==> src/rtl/scan_pkg.sv <==
// Shared types and helpers for the one-hot scan sequencer.
package scan_pkg;

  typedef enum logic {
    SHOW  = 1'b0,
    BLANK = 1'b1
  } scan_state_t;

  localparam int MAX_CH = 32;

  // Index width, never narrower than one bit.
  function automatic int idx_width(input int n);
    return (n > 2) ? $clog2(n) : 1;
  endfunction

  function automatic logic [MAX_CH-1:0] onehot(input int unsigned idx);
    return {{(MAX_CH-1){1'b0}}, 1'b1} << idx;
  endfunction

endpackage

==> src/rtl/scan_tick_gen.sv <==
// Prescaler that emits a single-cycle tick every PRESCALE enabled clocks.
module scan_tick_gen #(
  parameter int PRESCALE = 50000
) (
  input  logic iclk,
  input  logic ireset,
  input  logic ien,
  output logic otick
);

  localparam int CW = (PRESCALE > 1) ? $clog2(PRESCALE) : 1;
  localparam logic [CW-1:0] LAST = CW'(PRESCALE - 1);

  logic [CW-1:0] count;

  assign otick = ien && (count == LAST);

  // Count only while enabled; a disabled prescaler keeps its position.
  always_ff @(posedge iclk or posedge ireset) begin
    if (ireset) begin
      count <= '0;
    end else if (ien) begin
      count <= otick ? '0 : count + 1'b1;
    end
  end

endmodule

==> src/rtl/scan_onehot_seq.sv <==
// One-hot scan sequencer: steps through enabled channels with optional blanking gap.
module scan_onehot_seq
  import scan_pkg::*;
#(
  parameter int N_CH         = 4,
  parameter int PRESCALE     = 50000,
  parameter int BLANK_CYCLES = 0,
  parameter bit SEL_ACT_LOW  = 1'b0
) (
  input  logic                       iclk,
  input  logic                       ireset,
  input  logic                       icle,
  input  logic                       idir,
  input  logic [N_CH-1:0]            ivmask,
  output logic [N_CH-1:0]            ovsel,
  output logic [idx_width(N_CH)-1:0] ovidx,
  output logic                       oblank,
  output logic                       oframe
);

  localparam int IW = idx_width(N_CH);
  localparam int BW = (BLANK_CYCLES > 1) ? $clog2(BLANK_CYCLES) : 1;

  scan_state_t   state, state_nx;
  logic [IW-1:0] idx, idx_nx, next_idx;
  logic [BW-1:0] bcnt, bcnt_nx;
  logic          tick;
  logic          advance;
  logic          frame_nx;
  logic [N_CH-1:0] sel;

  scan_tick_gen #(
    .PRESCALE(PRESCALE)
  ) u_tick (
    .iclk  (iclk),
    .ireset(ireset),
    .ien   (icle && (state == SHOW)),
    .otick (tick)
  );

  // Nearest enabled channel in the scan direction; the current channel is the last resort.
  always_comb begin
    int            cand;
    logic [IW-1:0] cidx;
    next_idx = idx;
    cand     = 0;
    cidx     = '0;
    for (int k = N_CH; k >= 1; k--) begin
      cand = idir ? int'(idx) - k : int'(idx) + k;
      if (cand < 0) begin
        cand = cand + N_CH;
      end else if (cand >= N_CH) begin
        cand = cand - N_CH;
      end
      cidx = IW'(cand);
      if (ivmask[cidx]) begin
        next_idx = cidx;
      end
    end
  end

  always_comb begin
    state_nx = state;
    idx_nx   = idx;
    bcnt_nx  = bcnt;
    advance  = 1'b0;
    case (state)
      SHOW: begin
        if (tick) begin
          if (BLANK_CYCLES == 0) begin
            advance = 1'b1;
          end else begin
            state_nx = BLANK;
            bcnt_nx  = '0;
          end
        end
      end
      BLANK: begin
        if (bcnt == BW'(BLANK_CYCLES - 1)) begin
          advance  = 1'b1;
          state_nx = SHOW;
        end else begin
          bcnt_nx = bcnt + 1'b1;
        end
      end
      default: state_nx = SHOW;
    endcase
    if (advance) begin
      idx_nx = next_idx;
    end
    // A wrap is any advance that does not move strictly forward in the scan direction.
    frame_nx = advance && (|ivmask) &&
               (idir ? (next_idx >= idx) : (next_idx <= idx));
  end

  always_ff @(posedge iclk or posedge ireset) begin
    if (ireset) begin
      state  <= SHOW;
      idx    <= '0;
      bcnt   <= '0;
      oframe <= 1'b0;
    end else begin
      state  <= state_nx;
      idx    <= idx_nx;
      bcnt   <= bcnt_nx;
      oframe <= frame_nx;
    end
  end

  // Mask gates the select live so a disabled channel goes dark without waiting for a step.
  always_comb begin
    sel    = '0;
    oblank = 1'b1;
    if (state == SHOW) begin
      sel    = N_CH'(onehot(32'(idx))) & ivmask;
      oblank = ~ivmask[idx];
    end
    ovsel = SEL_ACT_LOW ? ~sel : sel;
  end

  assign ovidx = idx;

endmodule

==> config.mk <==
export PLATFORM = sky130hd
export DESIGN_NAME = scan_onehot_seq
export DESIGN_NICKNAME = d
export VERILOG_FILES = /design/src/rtl/scan_pkg.sv /design/src/rtl/scan_tick_gen.sv /design/src/rtl/scan_onehot_seq.sv
export SDC_FILE = /design/constraint.sdc
export NUM_CORES = 1
export LEC_CHECK = 0
export ABC_AREA = 1
export ABC_CLOCK_PERIOD_IN_PS = 3600
export CAP_MARGIN = 40
export CORE_MARGIN = 2
export CORE_UTILIZATION = 36
export DETAILED_ROUTE_END_ITERATION = 8
export GPL_ROUTABILITY_DRIVEN = 0
export GPL_TIMING_DRIVEN = 0
export HOLD_SLACK_MARGIN = 0.15
export PLACE_DENSITY = 0.62
export SLEW_MARGIN = 20
export SYNTH_ARGS = -nofsm -noshare
export SYNTH_HDL_FRONTEND = slang
export SYNTH_HIERARCHICAL = 1
export SYNTH_SLANG_ARGS = --single-unit
==> constraint.sdc <==
create_clock -name iclk -period 3.6 [get_ports iclk]
set_clock_uncertainty 0.15 [all_clocks]
set_input_delay 0.72 -clock iclk [delete_from_list [all_inputs] [get_ports iclk]]
set_output_delay 0.72 -clock iclk [all_outputs]
set_load 0.05 [all_outputs]
; ---- After elaboration in Yosys (flattened, before gate mapping)
; Cells that the tools add are included.
[totals]
reg_bits = 21
inputBits = 8
wordCells = 85
[classes]
add_sub_neg = 18
n_lt_le_gt_ge = 15
n_eq_ne = 1
shifts = 1
n_mux = 37
n_bitwise = 3
reduce_logical = 5
[ops]
columns = operator, n
row1 = $ge 32x4->1 const B, 4
row2 = $lt 32x1->1 const B, 4
row3 = $mux 32, 4
row4 = $mux 2, 12
row5 = $add 16x1->16 const B, 1
row6 = $eq 16x16->1 const B, 1
row7 = $mux 16, 1
row8 = $lt 2x3->1 const B, 5
row9 = $mux 1, 12
row10 = $bmux 1 s2, 5
row11 = $add 2x1->2 const B, 4
row12 = $sub 2x1->2 const B, 4
row13 = $add 2x2->3 const B, 2
row14 = $sub 2x2->3 const B, 2
row15 = $add 2x3->4 const B, 1
row16 = $and 4x4->4, 1
row17 = $logic_and 1x1->1, 4
row18 = $mux 4, 1
row19 = $pmux 1 s2, 2
row20 = $reduce_or 4->1, 1
row21 = $shl 1x2->4 const A, 1
row22 = $sub 2x3->4 const B, 1
row23 = $add 2x1->3 const B, 1
row24 = $sub 2x1->3 const B, 1
row25 = 4 further kinds, 5

; ---- Logic depth before layout (Yosys ltp)
[logic_depth]
ltp_word = 14
ltp_mapped = 15

; ---- By module
; Netlist, hierarchy kept.
[by_module_without_submodules]
columns = mod, n_inst, cells_per_inst, area_each_um2, seq_area_each_um2
row1 = scan_tick_gen, 1, 142, 1021.0, 400.4
row2 = scan_onehot_seq, 1, 88, 544.3, 125.1

; ---- Worst setup path before layout
; No wires, ideal clock.
[synth_timing]
path_type = register to output
from = reg idx[0], in the netlist ovidx[0]
to = out oblank
arrival_time_ns = 2.064
t_required_ns = 2.730
path_slack_ns = 0.666
stages_incl_launch_ff = 6
path_buffers = 1
path_cell_list = dfrtp_1 -> buf_6 -> nand2_2 -> nor2_1 -> a311o_1 -> inv_1
[synth_between]
elab_chain_len = 4
[synth_lines]
columns = item, line
row1 = start: declaration, scan_onehot_seq.sv:25  ; logic [IW-1:0] idx, idx_nx, next_idx;
row2 = start signal: assignment, scan_onehot_seq.sv:104  ; idx <= idx_nx;
row3 = $bmux 1 s2, scan_onehot_seq.sv:116  ; oblank = ~ivmask[idx];
row4 = $mux 1 (not written as such), scan_onehot_seq.sv:116
row5 = $not 1->1, scan_onehot_seq.sv:116
row6 = $mux 1, scan_onehot_seq.sv:114  ; if (state == SHOW) begin
row7 = end: declaration, scan_onehot_seq.sv:17  ; output logic oblank,
; Every way passes these cells. The select of a mux whose other input is x is not followed.

; ---- Worst setup path after layout
[layout_timing]
from = in ivmask[2]
to = out oblank
[layout_between]
elab_chain_len = 4
[layout_lines]
columns = item, line
row1 = start: declaration, scan_onehot_seq.sv:14  ; input logic [N_CH-1:0] ivmask,
row2 = $bmux 1 s2, scan_onehot_seq.sv:116
row3 = $mux 1 (not written as such), scan_onehot_seq.sv:116
row4 = $not 1->1, scan_onehot_seq.sv:116
row5 = $mux 1, scan_onehot_seq.sv:114
; Every way passes these cells. The select of a mux whose other input is x is not followed.

==> summary.md <==
| Metric | Value |
|---|---|
| CTS Sinks | `21` |
| Yosys cell types | `26` |
| Port buffer count | `15` |
| R2r startpoint | `ovidx[1]` |
| Crit share post-route | `92.75%` |
| IO Count | `16` |
| Worst R2R End | `oframe` |
| CP Capture Type | `primary output` |
| Max FO, Critical Path | `3` |
| Final Non-Filler Cells | `299` |
| Share of layout cells above drive strength 1 | `12.45%` |
| Die H | `69.94 um` |
| CP Launch Type | `input pin` |
| Avg Vias per Cell | `around 4.7` |
| Hold_buf cts | `0` |
| Filler cells | `452` |
| Die area | `roughly 4900 um2` |
| Register area | `525.5 um2` |
| GRT Resource Usage Total | `13.89%` |
| TritonCTS clock tree | `yes` |
| Bufs on Longest Clock Path | `2` |
| Cell mode on critical path | `clkdlybuf4s50_1` |
| Row cnt | `23` |
| CTS Buf Count | `3` |
| Post-CTS Resized | `0` |
| Setup CP Type | `in2out` |
| Final wirelength | `3.196 mm` |
| Worst-case reg-to-reg path depth | `13` |
| Achievable clock frequency | `0.2995 GHz` |
| Setup TNS | `0 ns` |
| Final hold vios | `0` |
| Die W | `about 70 um` |
| Initial Util | `38.30%` |
| Worst Setup SP | `ivmask[2]` |
| Crit path required time | `around 2.7 ns` |
| RSZ-0062 raised after global routing | `no` |
| # DRC | `0` |
| H-tree levels | `1` |
| Initial antenna violation count | `0` |
| Setup crit end | `oblank` |
| Worst Tran Pin Value | `approximately 0.64 ns` |
| Pre-CTS WS | `about 0.25 ns` |
| Multi-input gate area | `842.1 um2` |
| Finished Cell Area | `roughly 1800 um2` |
| Critical path arrival | `2.47 ns` |
| Buf/Inv on CP | `3` |
| Routed via count | `1412` |
| Min cycle time layout | `3.339 ns` |
| Number of global-route vias before repair | `1230` |
| #FFs+latches synth | `21` |
| DP Wirelength | `2.521 mm` |
| WHS Path Cells | `1` |
| Max cap viols | `0` |
| # diodes | `0` |
| R2R setup slack | `1.40 ns` |
| Power per cell area | `344.8 nW/um2` |
| Clk pin slew, worst setup/hold paths | `around 0.080 ns` |
| Peak supply drop | `roughly 0.22 mV` |
| Hold WC Path Type | `reg2reg` |
| Post-route ant nets | `0` |
| Syn Inst Count | `230` |
| Slew HR | `57.50%` |
| Design Power | `0.0006299 W` |
| GRT overflow | `0` |
| CTS Root Cell | `clkbuf_8` |
| CP max-delay cell | `clkdlybuf4s50_1` |
| CP max stage delay | `0.79 ns` |
| Max-slew violations | `0` |
| Setup bufs post-CTS | `0` |
| Ys Warns | `6` |
| Largest net degree at the start of global routing | `17` |
| Initial DRC Count | `92` |
| Final #Nets | `around 260` |
| Core ar. | `4086 um2` |
| Setup Viol. Count Final | `0` |
| Sequential share of the synthesized area | `33.57%` |
| First-pass DRT Iterations | `4` |
| Area grow syn2layout | `16.71%` |
| Final worst slack | `between 0.2 and 0.3 ns` |
| Cell Area, Placed | `1778 um2` |
| Mapped cell area | `around 1600 um2` |
| Placed Cells | `~300` |
| Global-route wire length before repair | `5.595 mm` |
| Outcome | `finished clean` |
| Pleak | `0.9445 nW` |
| Worst-skew pair later-pin latency | `0.26 ns` |
| CP delay by family, top | `buffers and inverters` |
| Syn avg cell area | `6.805 um2` |
| Routed WL per cell | `10.69 um` |
| Synth Net Count | `241` |
| Crit path cell chain | `clkdlybuf4s50_1, nand2_1, nand2_2, a311o_1, inv_1, clkdlybuf4s50_1` |
| Crit path depth | `6` |
-- cell type report --
| cell class | count | share of cell area (%) |
|---|---|---|
| Buffer | 5 | 2.534 |
| Clock buffer | 3 | 2.260 |
| Clock inverter | 1 | 0.4110 |
| Inverter | 39 | 8.288 |
| Multi-Input combinational cell | 165 | 46.10 |
| Sequential cell | 21 | 28.77 |
| Tap cell | 50 | 3.425 |
| Timing Repair Buffer | 15 | 8.219 |
-- sequential cells by signal, summed over array words and instances (netlist names) --
name and count:
ovidx 2, bcnt 1, oframe 1, state 1
u_tick/count 16
-- kinds of logic after synthesis --
group,after synthesis,share of synthesized area [%]
simple gates,138,40.53
buf+inv,44,12.63
flops,21,33.57
compound gates,14,5.275
xor+xnor,10,5.595
fa+ha+maj,3,2.398
-- per-stage QoR --
stage	hold slack (ns)	utilization, %
2_1_floorplan	0.2676	-
3_3_place_gp	0.2890	43.51
3_5_place_dp	0.3038	43.51
4_1_cts	0.3159	44.70
5_1_grt	0.3358	44.70
6_report	0.3060	44.70
-- synthesized netlist by cell type --
master / n / share of area, %
inv_2: 3 / 0.72
nand4_1: 4 / 1.6
nor2_8: 1 / 1.3
clkbuf_2: 1 / 0.32
xor2_1: 10 / 5.6
dfrtp_1: 21 / 34
clkinv_4: 1 / 0.56
nand3_2: 2 / 1.3
nor2_4: 1 / 0.72
nor3b_1: 1 / 0.48
ha_1: 3 / 2.4
nor2_1: 30 / 7.2
nor2_2: 4 / 1.6
nand2_1: 59 / 14
nand3_1: 27 / 8.6
o41ai_1: 1 / 0.56
o21ai_1: 1 / 0.32
inv_1: 35 / 8.4
o21ai_2: 1 / 0.56
o21ai_0: 5 / 1.6
or2_2: 1 / 0.40
a21oi_1: 5 / 1.6
buf_4: 1 / 0.48
nand2_2: 8 / 3.2
buf_6: 3 / 2.2
a311o_1: 1 / 0.64
-- routing by layer --
| metal | vias to the layer above | track usage (%) | wire (um) |
|---|---|---|---|
| met2 | 22 | 20.00 | 1377 |
| met3 | 3 | 3.463 | 106 |
| met4 | 0 | 2.564 | 8 |
| met5 | - | 0 | 0 |
| li1 | 755 | - | - |
| met1 | 632 | 20.95 | 1703 |
-- cell usage in the layout, fill, tap and decap left out --
master           count
dfrtp_1             21
clkbuf_8             3
o21ai_0              5
clkbuf_2             1
o21ai_2              1
nand4_1              4
inv_2                3
nor2_2               4
ha_1                 3
clkinv_4             1
or2_2                1
a21oi_1              5
o41ai_1              1
nand3_2              2
inv_1               35
nor2_8               1
nand2_1             59
nand3_1             27
clkdlybuf4s50_1     15
nor2_1              30
nor2_4               1
buf_6                3
xor2_1              10
nand2_2              8
nor3b_1              1
clkinvlp_4           1
o21ai_1              1
a311o_1              1
buf_4                1
-- power breakdown --
group          leakage, nW  switching, W  total (W)  internal [W]
Clock               0.0217     0.0000790   0.000157     0.0000782
Combinational        0.673      0.000105   0.000171     0.0000657
Sequential           0.250     0.0000376   0.000302      0.000264
-- how the worst min path moves through the flow --
stage	start	to
finish	bcnt	state
global route	bcnt	state
CTS	bcnt	state
detailed placement	bcnt	state
global placement	bcnt	state
floorplan	bcnt	state
Note: power is estimated with default switching activity, not from simulation.
